===== src/rtl/pc_fetch_ctrl.sv =====
// Fetch-stage sequencer: owns the PC, issues one instruction fetch at a time and hands (pc, inst) to decode through a registered slot with a one-entry skid buffer.
// Optional feature: define PC_FETCH_MISALIGN_TRAP_EN to report misaligned redirect targets instead of silently aligning them.
`ifndef XLEN_WIDTH
`define XLEN_WIDTH 32
`endif
`ifndef CPU_START_ADDR
`define CPU_START_ADDR {`XLEN_WIDTH{1'b0}}
`endif

module pc_fetch_ctrl #(
  parameter logic [`XLEN_WIDTH-1:0] START_ADDR = `CPU_START_ADDR
) (
  input  logic                   clk,
  input  logic                   rst,
  input  logic                   pause,
  input  logic                   trap_valid,
  input  logic [`XLEN_WIDTH-1:0] trap_addr,
  input  logic                   redirect_valid,
  input  logic [`XLEN_WIDTH-1:0] redirect_addr,
  output logic                   imem_req,
  output logic [`XLEN_WIDTH-1:0] imem_addr,
  input  logic                   imem_gnt,
  input  logic                   imem_rvalid,
  input  logic [31:0]            imem_rdata,
  output logic [`XLEN_WIDTH-1:0] pc,
  output logic                   if_valid,
  output logic [`XLEN_WIDTH-1:0] if_pc,
  output logic [31:0]            if_inst
`ifdef PC_FETCH_MISALIGN_TRAP_EN
  ,
  output logic                   misalign_valid,
  output logic [`XLEN_WIDTH-1:0] misalign_addr
`endif
);

  localparam int unsigned XW = `XLEN_WIDTH;

  typedef enum logic [2:0] {IDLE, REQ, WAIT, HOLD, DROP} state_e;

  state_e          state_q, state_d;
  logic [XW-1:0]   pc_q, pc_d;
  logic [XW-1:0]   pend_pc_q, pend_pc_d;
  logic            if_valid_q, if_valid_d;
  logic [XW-1:0]   if_pc_q, if_pc_d;
  logic [31:0]     if_inst_q, if_inst_d;
  logic [XW-1:0]   skid_pc_q, skid_pc_d;
  logic [31:0]     skid_inst_q, skid_inst_d;

  logic            redir_en;
  logic [XW-1:0]   target;
  logic            outstanding;
  logic            slot_load;
  logic            hold_release;

`ifdef PC_FETCH_MISALIGN_TRAP_EN
  logic            halt_q, halt_d;
  logic            misalign_valid_q, misalign_valid_d;
  logic [XW-1:0]   misalign_addr_q, misalign_addr_d;
  logic            bad_align;

  // While halted on a bad target only a trap may restart fetch.
  assign redir_en     = trap_valid || (redirect_valid && !halt_q);
  assign target       = trap_valid ? trap_addr : redirect_addr;
  assign bad_align    = !trap_valid && (target[1:0] != 2'b00);
  assign hold_release = !halt_q && !pause;
`else
  assign redir_en     = trap_valid || redirect_valid;
  assign target       = (trap_valid ? trap_addr : redirect_addr) & ~XW'(3);
  assign hold_release = !pause;
`endif

  // A response is still in flight if it was granted this cycle or is awaited but not arriving now.
  assign outstanding = (state_q == REQ  && imem_gnt) ||
                       (state_q == WAIT && !imem_rvalid) ||
                       (state_q == DROP && !imem_rvalid);

  // NOTE: every value driven here gets a default first, so no path leaves a variable unassigned and no latch is inferred.
  always_comb begin
    state_d     = state_q;
    pc_d        = pc_q;
    pend_pc_d   = pend_pc_q;
    if_valid_d  = if_valid_q;
    if_pc_d     = if_pc_q;
    if_inst_d   = if_inst_q;
    skid_pc_d   = skid_pc_q;
    skid_inst_d = skid_inst_q;
    slot_load   = 1'b0;
`ifdef PC_FETCH_MISALIGN_TRAP_EN
    halt_d           = halt_q;
    misalign_valid_d = 1'b0;
    misalign_addr_d  = misalign_addr_q;
`endif

    case (state_q)
      IDLE: state_d = REQ;
      REQ: begin
        if (imem_gnt) begin
          pend_pc_d = pc_q;
          pc_d      = pc_q + XW'(4);
          state_d   = WAIT;
        end
      end
      WAIT: begin
        if (imem_rvalid) begin
          if (!if_valid_q || !pause) begin
            if_pc_d   = pend_pc_q;
            if_inst_d = imem_rdata;
            slot_load = 1'b1;
            state_d   = REQ;
          end else begin
            skid_pc_d   = pend_pc_q;
            skid_inst_d = imem_rdata;
            state_d     = HOLD;
          end
        end
      end
      HOLD: begin
        if (hold_release) begin
          if_pc_d   = skid_pc_q;
          if_inst_d = skid_inst_q;
          slot_load = 1'b1;
          state_d   = REQ;
        end
      end
      DROP: if (imem_rvalid) state_d = REQ;
      default: state_d = IDLE;
    endcase

    if (slot_load)                if_valid_d = 1'b1;
    else if (if_valid_q && !pause) if_valid_d = 1'b0;

    // Redirects override everything above, whatever the stall state.
    if (redir_en) begin
      if_valid_d  = 1'b0;
      skid_pc_d   = '0;
      skid_inst_d = '0;
`ifdef PC_FETCH_MISALIGN_TRAP_EN
      if (bad_align) begin
        pc_d             = pc_q;
        misalign_valid_d = 1'b1;
        misalign_addr_d  = target;
        halt_d           = 1'b1;
        state_d          = HOLD;
      end else begin
        pc_d    = target;
        halt_d  = 1'b0;
        state_d = outstanding ? DROP : REQ;
      end
`else
      pc_d    = target;
      state_d = outstanding ? DROP : REQ;
`endif
    end
  end

  // NOTE: sequential state uses non-blocking assignments so every flop samples pre-edge values.
  always_ff @(posedge clk) begin
    if (rst) begin
      state_q     <= IDLE;
      pc_q        <= START_ADDR;
      pend_pc_q   <= '0;
      if_valid_q  <= 1'b0;
      if_pc_q     <= '0;
      if_inst_q   <= '0;
      skid_pc_q   <= '0;
      skid_inst_q <= '0;
    end else begin
      state_q     <= state_d;
      pc_q        <= pc_d;
      pend_pc_q   <= pend_pc_d;
      if_valid_q  <= if_valid_d;
      if_pc_q     <= if_pc_d;
      if_inst_q   <= if_inst_d;
      skid_pc_q   <= skid_pc_d;
      skid_inst_q <= skid_inst_d;
    end
  end

`ifdef PC_FETCH_MISALIGN_TRAP_EN
  always_ff @(posedge clk) begin
    if (rst) begin
      halt_q           <= 1'b0;
      misalign_valid_q <= 1'b0;
      misalign_addr_q  <= '0;
    end else begin
      halt_q           <= halt_d;
      misalign_valid_q <= misalign_valid_d;
      misalign_addr_q  <= misalign_addr_d;
    end
  end

  assign misalign_valid = misalign_valid_q;
  assign misalign_addr  = misalign_addr_q;
`endif

  assign imem_req  = (state_q == REQ);
  assign imem_addr = pc_q;
  assign pc        = pc_q;
  assign if_valid  = if_valid_q;
  assign if_pc     = if_pc_q;
  assign if_inst   = if_inst_q;

endmodule


===== config.mk =====
export PLATFORM = sky130hd
export DESIGN_NAME = pc_fetch_ctrl
export DESIGN_NICKNAME = d
export VERILOG_FILES = /design/src/rtl/pc_fetch_ctrl.sv
export SDC_FILE = /design/constraint.sdc
export NUM_CORES = 1
export LEC_CHECK = 0
export BUFFER_PORTS_ARGS = -buffer_cell sky130_fd_sc_hd__buf_2
export CAP_MARGIN = 5
export CORE_ASPECT_RATIO = 1.1
export CORE_UTILIZATION = 47
export CTS_CLUSTER_SIZE = 28
export DETAILED_ROUTE_END_ITERATION = 8
export PLACE_DENSITY_LB_ADDON = 0.08
export SLEW_MARGIN = 20
export SYNTH_ARGS = -nofsm -noshare
export SYNTH_HDL_FRONTEND = slang
export SYNTH_SLANG_ARGS = --single-unit

===== constraint.sdc =====
create_clock -name clk -period 2.3 [get_ports clk]
set_input_delay 0.115 -clock clk [delete_from_list [all_inputs] [get_ports clk]]
set_output_delay 0.115 -clock clk [all_outputs]
set_load 0.02 [all_outputs]

==> impl_metrics.yaml, run 1 <==
floorplan:
  floorplan.initialDensity: 0.485
  design.core.area_um2: 17100
  die_height_um: 141
  dieArea_um2: 18200
  horizontal_extent_of_the_die_um: 129
  placement_rows: 50
  ioPinCount: 233
route:
  antenna_violating_nets_post_route: 0
  remaining_drc_errors: 0
  detailedRoute.firstIterationViolations: 413
  detail_route.vias_per_cell: 5.17
  drt_first_pass_iters: 5
  detail_route.wirelength_um: 22400
  vias: 7692
  route.detailed.wl_per_inst_um: 15.0
worst_setup_path:
  timing_worst_setup_path_type: "reg2reg"
  timing.critical_path.max_delay_family: "simple AND/OR/NAND/NOR gates"
  crit_buf_inv: 0
  crit_path_max_fo: 6
  timing.critical_path.cells: "nand3_1 > or4_1 > or3_4 > or4_1 > a31oi_1"
  timing.critical_path.required_ns: 2.65
  cp_data_arrival_time_ns: 2.51
  path_common_cell: "or4_1"
  r2r_worst_path_depth: 5
  critPathCaptureType: "register"
  critical_path.startpoint_type: "register"
  timing.critical_path.slowest_stage_cell: "or4_1"
  reg2reg_to: "imem_addr[27]"
  critical_path.max_stage_delay_ns: 0.52
  r2r_setup_slack_ns: 0.15
  worst_reg2reg_path_startpoint: "imem_addr[16]"
power_and_ir_drop:
  worst_ir_drop_vdd_v: 0.000540
  power.sequential.fraction: 0.481
  p_clk_frac: 0.396
  cell_area_power_density_nw_per_um2: 656
  power_report.internal_total_mw: 5.28
  netSwitchingFraction: 0.254
  power.leakage_nw: 4.57
  combinationalPowerShare: 0.122
  switching_power_total_mw: 1.80
timing:
  finalHoldViolations: 0
  tightestPinTransition_ns: 0.723
  tns_ns: 0
  rsz0062_at_grt: "no"
  setup_viol_count_final: 0
  maxSlewHeadroom: 0.518
  clock_skew_ns: 0.0125
  layout_worst_path_cycle_share: 0.937
  final-max-slew-violation-count: 0
  fmax_ghz: 0.464
  final_critical_period_ns: 2.15
layout:
  diodes: 0
  finalNonFillerCells: 1489
  fin_nets: 1347
  final_layout_size_suffix_gt1_frac: 0.255
  layout-area-overhead-vs-synth_pct: 29.8
  filler_cell_count: 1585
worst_hold_path:
  timing.hold.worst.class: "in2reg"
  worstHoldStart: "pause"
  hold_critical_path_endpoint: "if_valid"
  whs_path_depth: 3
synth:
  main_flop_type_after_synthesis: "dfxtp_1"
  synth.avg_cell_area_um2: 8.23
  ys_warn_count: 0
  async_flop_share: 0
  synth_enable_flop_cells: 0
  synth.distinct_cells: 52
  yosysSeqAreaShare: 0.453
  postSynthRegisterBits: 188
  synthCells: 1010
  syn_area_um2: 8310
placement:
  placement.io_buffers: 222
  post-dp-hpwl_um: 14700
  post-place-cells: 1401
  finalWeightedCongestion: 0.854
grt:
  grt_pass1_vias: 6849
  grt.overflow.total: 0
  pin_count_of_the_biggest_net_entering_global_routing: 72
  global_route_met3_usage: 0.0403
  antenna_found_initial: 0
  grt_pass1_wl_um: 35600
  met2_usage: 0.398
  grtUsageMet1: 0.340
  globalRouteTotalUtil: 0.250
  grt_busiest_layer: "met2"
cts:
  cts_htree_levels: 4
  clock_latency_ns: 0.43
  cts_tree: "done"
  clk_path_buf_depth: 2
  cts_made_buffers: 17
  cts_post_setup_buffers_inserted: 0
  cts.reportedPaths.clkPinSlew_ns: 0.07
  ctsRootBufferMaster: "clkbuf_16"
  numClockSinks: 188
run_status:
  outcome: "finished, final reports clean"
flow_run:
  reported_max_cap_violation_count: 0
how the worst max path moves through the flow:
stage | startpoint | end | slack, ns | depth (start not counted)
2_1_floorplan | imem_addr[6] | imem_addr[27] | 0.02 | 6
3_3_place_gp | imem_addr[12] | imem_addr[27] | 0.19 | 5
5_1_grt | imem_addr[14] | imem_addr[27] | 0.009 | 5
4_1_cts | imem_addr[14] | imem_addr[27] | 0.13 | 5
3_5_place_dp | imem_addr[14] | imem_addr[27] | 0.15 | 5
6_report | imem_addr[16] | imem_addr[27] | 0.15 | 5
synthesized netlist by cell type (2+ instances only):
cell type / number / area share
nor3b_1: 4 / 0.0036
xor2_1: 3 / 0.0032
a21oi_1: 112 / 0.067
a211oi_1: 67 / 0.061
and4_1: 5 / 0.0053
nor2_1: 76 / 0.034
mux2i_1: 65 / 0.078
nor3_1: 15 / 0.0090
nand3_1: 13 / 0.0078
a222oi_1: 3 / 0.0036
o21a_1: 2 / 0.0018
buf_1: 8 / 0.0036
or2_2: 3 / 0.0023
a311oi_1: 2 / 0.0021
or4_1: 5 / 0.0045
nand2_1: 212 / 0.096
clkbuf_1: 70 / 0.032
a221o_1: 4 / 0.0048
inv_1: 7 / 0.0032
nor4_1: 4 / 0.0030
xnor2_1: 12 / 0.013
o31a_1: 3 / 0.0032
buf_2: 3 / 0.0018
and3_1: 5 / 0.0038
nand4_1: 12 / 0.0090
buf_4: 36 / 0.033
nor2b_1: 4 / 0.0030
a31oi_1: 3 / 0.0023
o22ai_1: 13 / 0.0098
o21ai_0: 18 / 0.011
dfxtp_1: 188 / 0.45
a21o_1: 2 / 0.0018
a22oi_1: 12 / 0.011
layer usage:
metal  vias to the layer above  wire length [um]
li1                       3960                 -
met1                      3446             10700
met3                        22              1140
met2                       264             10200
met4                         0               320
met5                         -                 0
worst register-to-register path, cell delays in order, from the launching register on:
cell and delay, ns:
dfxtp_2 0.38, nand3_1 0.11, or4_1 0.52, or3_4 0.43
or4_1 0.47, a31oi_1 0.16
sequential cells by signal, summed over array words and instances, names as in the netlist:
name and count:
if_valid 1, imem_addr 30, if_pc 30, if_inst 32, skid_pc_q 30, skid_inst_q 32, state_q 3, pend_pc_q 30
logic make-up after synthesis:
| group | synth area share |
|---|---|
| and+or+nand+nor | 0.192 |
| AOI/OAI and AO/OA | 0.184 |
| DFF | 0.453 |
| buffers and inverters | 0.0732 |
| muxes | 0.0797 |
| xor gates and xnor gates | 0.0158 |
| adders and majority gates | 0.00151 |
| other | 0.000451 |
stage by stage:
| stage | hold slack (ns) | worst slack [ns] | util | cell area (um^2) | total power [mW] |
|---|---|---|---|---|---|
| after global placement | 0.361 | 0.191 | 0.563 | 9650 | 4.26 |
| after global routing | 0.0329 | 0.00910 | 0.629 | 10800 | 7.37 |
| after floorplan | 0.247 | 0.0225 | - | 8350 | 3.97 |
| after detailed placement | 0.364 | 0.148 | 0.563 | 9650 | 4.26 |
| final | 0.0238 | 0.145 | 0.629 | 10800 | 7.08 |
| after CTS | 0.000319 | 0.127 | 0.629 | 10800 | 7.15 |
repair_timing:
action                                 in CTS  in global routing
setup endpoints to repair                   0                  1
gates resized for setup                     0                  1
hold buffers                               57                  0
endpoints found under the hold margin      54                  0
power by group through the flow:
stage                     clock network, mW  logic, mW  registers, mW
after floorplan                           0      0.431           3.54
after global placement                    0      0.785           3.47
after detailed placement                  0      0.785           3.48
after CTS                              2.88      0.864           3.40
after global routing                   3.01      0.944           3.41
final                                  2.81      0.866           3.40
cells in the final DEF, fill, tap and decap left out, types with 17 or more instances in the layout:
cell type      count
a211oi_1          67
a21oi_1          112
buf_2            221
buf_4             40
clkbuf_16         17
dfxtp_1          179
dlygate4sd3_1     57
mux2i_1           65
nand2_1          211
nor2_1            76
o21ai_0           18
final cells by class:
| type | instances | area, um^2 | area share |
|---|---|---|---|
| Clock buffer | 22 | 474 | 0.0440 |
| Clock inverter | 9 | 86.3 | 0.00800 |
| Inverter | 8 | 30.0 | 0.00278 |
| Multi-Input combinational cell | 702 | 3990 | 0.369 |
| Sequential cell | 188 | 3780 | 0.350 |
| Tap cell | 234 | 293 | 0.0271 |
| Timing Repair Buffer | 326 | 2140 | 0.198 |
(Power assumes the default switching activity.)
==> run 2: changes to the inputs <==
CORE_UTILIZATION = 42   (was 47)
clock period = 2.05 ns   (was 2.3 ns; I/O delays follow)
==> impl_metrics.yaml, run 2 (synthesis gave the netlist of run 1 again) <==
route:
  detail_route.vias_per_cell: 5.12
  drt_first_pass_iters: 4
  route.detailed.wl_per_inst_um: 15.5
  detail_route.wirelength_um: 23400
  antenna_violating_nets_post_route: 0
  detailedRoute.firstIterationViolations: 315
  vias: 7754
  remaining_drc_errors: 0
layout:
  fin_nets: 1360
  layout.cells.most_common_list: "buf_2, nand2_1, dfxtp_1"
  fin_area_um2: 10900
  filler_cell_count: 1830
  layout-area-overhead-vs-synth_pct: 31.7
  final_common_cell: "buf_2"
  final_layout_size_suffix_gt1_frac: 0.270
  diodes: 0
timing:
  finalHoldViolations: 0
  tns_ns: 0
  layout_worst_path_cycle_share: 0.979
  setup_viol_count_final: 0
  final-max-slew-violation-count: 0
  timing.hold.ws_ns: 0.0312
  tightestPinTransition_ns: 0.634
  fmax_ghz: 0.498
  clock_skew_ns: 0.00864
  final_critical_period_ns: 2.01
  maxSlewHeadroom: 0.577
worst_hold_path:
  timing.hold.worst.class: "in2reg"
  whs_path_depth: 3
  hold_critical_path_endpoint: "imem_addr[4]"
  worstHoldStart: "trap_addr[4]"
floorplan:
  die_height_um: 150
  floorplan.initialDensity: 0.432
  ioPinCount: 233
  design.core.area_um2: 19200
  dieArea_um2: 20400
  placement_rows: 53
  horizontal_extent_of_the_die_um: 136
power_and_ir_drop:
  switching_power_total_mw: 2.04
  power.sequential.fraction: 0.480
  combinationalPowerShare: 0.129
  worst_ir_drop_vdd_v: 0.000503
  p_clk_frac: 0.392
  power.leakage_nw: 4.64
  cell_area_power_density_nw_per_um2: 725
  netSwitchingFraction: 0.257
  power_report.internal_total_mw: 5.90
placement:
  placedInstanceArea_um2: 9790
  post-dp-hpwl_um: 15400
  placement.io_buffers: 222
  finalWeightedCongestion: 0.878
worst_setup_path:
  r2r_setup_slack_ns: 0.04
  timing.critical_path.slowest_stage_cell: "or4_4"
  crit_path_start: "imem_addr[13]"
  worst_reg2reg_path_startpoint: "imem_addr[13]"
  critical_path.startpoint_type: "register"
  cp_data_arrival_time_ns: 2.32
  timing_worst_setup_path_type: "reg2reg"
  timing.critical_path.cells: "nand3_4 > or4_4 > or3_4 > buf_4 > o21a_1 > o31a_1"
  critPathCaptureType: "register"
  critical_path.max_stage_delay_ns: 0.53
  reg2reg_to: "imem_addr[29]"
  timing.critical_path.required_ns: 2.37
  r2r_worst_path_depth: 6
  crit_path_max_fo: 3
grt:
  globalRouteTotalUtil: 0.231
  grt_pass1_wl_um: 36900
  grt.overflow.total: 0
  antenna_found_initial: 1
  pin_count_of_the_biggest_net_entering_global_routing: 121
  grt_pass1_vias: 7250
cts:
  cts_htree_levels: 4
  cts.reportedPaths.clkPinSlew_ns: 0.07
  cts_tree: "done"
  clk_path_buf_depth: 2
  numClockSinks: 188
  ctsRootBufferMaster: "clkbuf_16"
  clock_latency_ns: 0.42
  cts_made_buffers: 17
flow_run:
  reported_max_cap_violation_count: 0
run_status:
  outcome: "finished, final reports clean"
run 2: cell count changes in the layout (fill, tap and decap cells not counted), moves of 2 or more:
| cell | previous run | this run |
|---|---|---|
| inv_4 | 0 | 2 |
| buf_4 | 40 | 52 |
| or4_4 | 0 | 2 |
| dfxtp_4 | 2 | 8 |
| dfxtp_2 | 7 | 5 |
| or4_1 | 5 | 3 |
| inv_6 | 2 | 0 |
| dfxtp_1 | 179 | 175 |
run 2: area by class of cell:
class,count,area (um^2),share of cell area
Clock buffer,20,457,0.0417
Clock inverter,10,92.6,0.00846
Inverter,8,30.0,0.00274
Multi-Input combinational cell,702,4020,0.367
Sequential cell,188,3800,0.347
Tap cell,247,309,0.0282
Timing Repair Buffer,339,2240,0.204
run 2: power by group through the flow:
stage	registers (mW)	clock network (mW)	logic, mW
after floorplan	3.97	0	0.486
after CTS	3.80	3.20	1.02
after global routing	3.81	3.35	1.11
after detailed placement	3.89	0	0.929
after global placement	3.88	0	0.930
final	3.81	3.11	1.02
run 2: repair_timing:
| item | 4_1_cts | 5_1_grt |
|---|---|---|
| setup endpoints to repair | 2 | 8 |
| pin swaps | 0 | 6 |
| hold buffers | 57 | 0 |
| hold endpoints to repair | 49 | 0 |
| buffers inserted | 0 | 1 |
| resized for setup | 1 | 4 |
run 2: how the worst max path moves through the flow:
stage               cells past startpoint            end  slack (ns)
floorplan                               7  imem_addr[27]       -0.13
detailed placement                      7  imem_addr[29]      -0.004
CTS                                     7  imem_addr[29]        0.02
global route                            6  imem_addr[29]      -0.005
finish                                  6  imem_addr[29]        0.04
global placement                        5  imem_addr[27]        0.02
run 2: worst max-delay path: cells and delay by family (launching register included):
kind	cells	cell delay, ns
compound gates	2	0.39
buf+inv	1	0.15
flops	1	0.36
simple gates	3	1.01
run 2: metrics by stage:
step                instances  setup WS (ns)  utilization  total power, mW
finish                   1514         0.0432        0.569             7.93
global route             1514       -0.00462        0.569             8.27
CTS                      1513         0.0158        0.568             8.02
detailed placement       1426       -0.00400        0.509             4.82
global placement         1426         0.0216        0.509             4.81
floorplan                1015         -0.130            -             4.45
run 2: per-layer routing:
layer / global-route usage / wire length (um)
met5: 0 / 13
met4: 0.0661 / 329
met3: 0.0373 / 1070
met2: 0.387 / 11100
met1: 0.305 / 10900
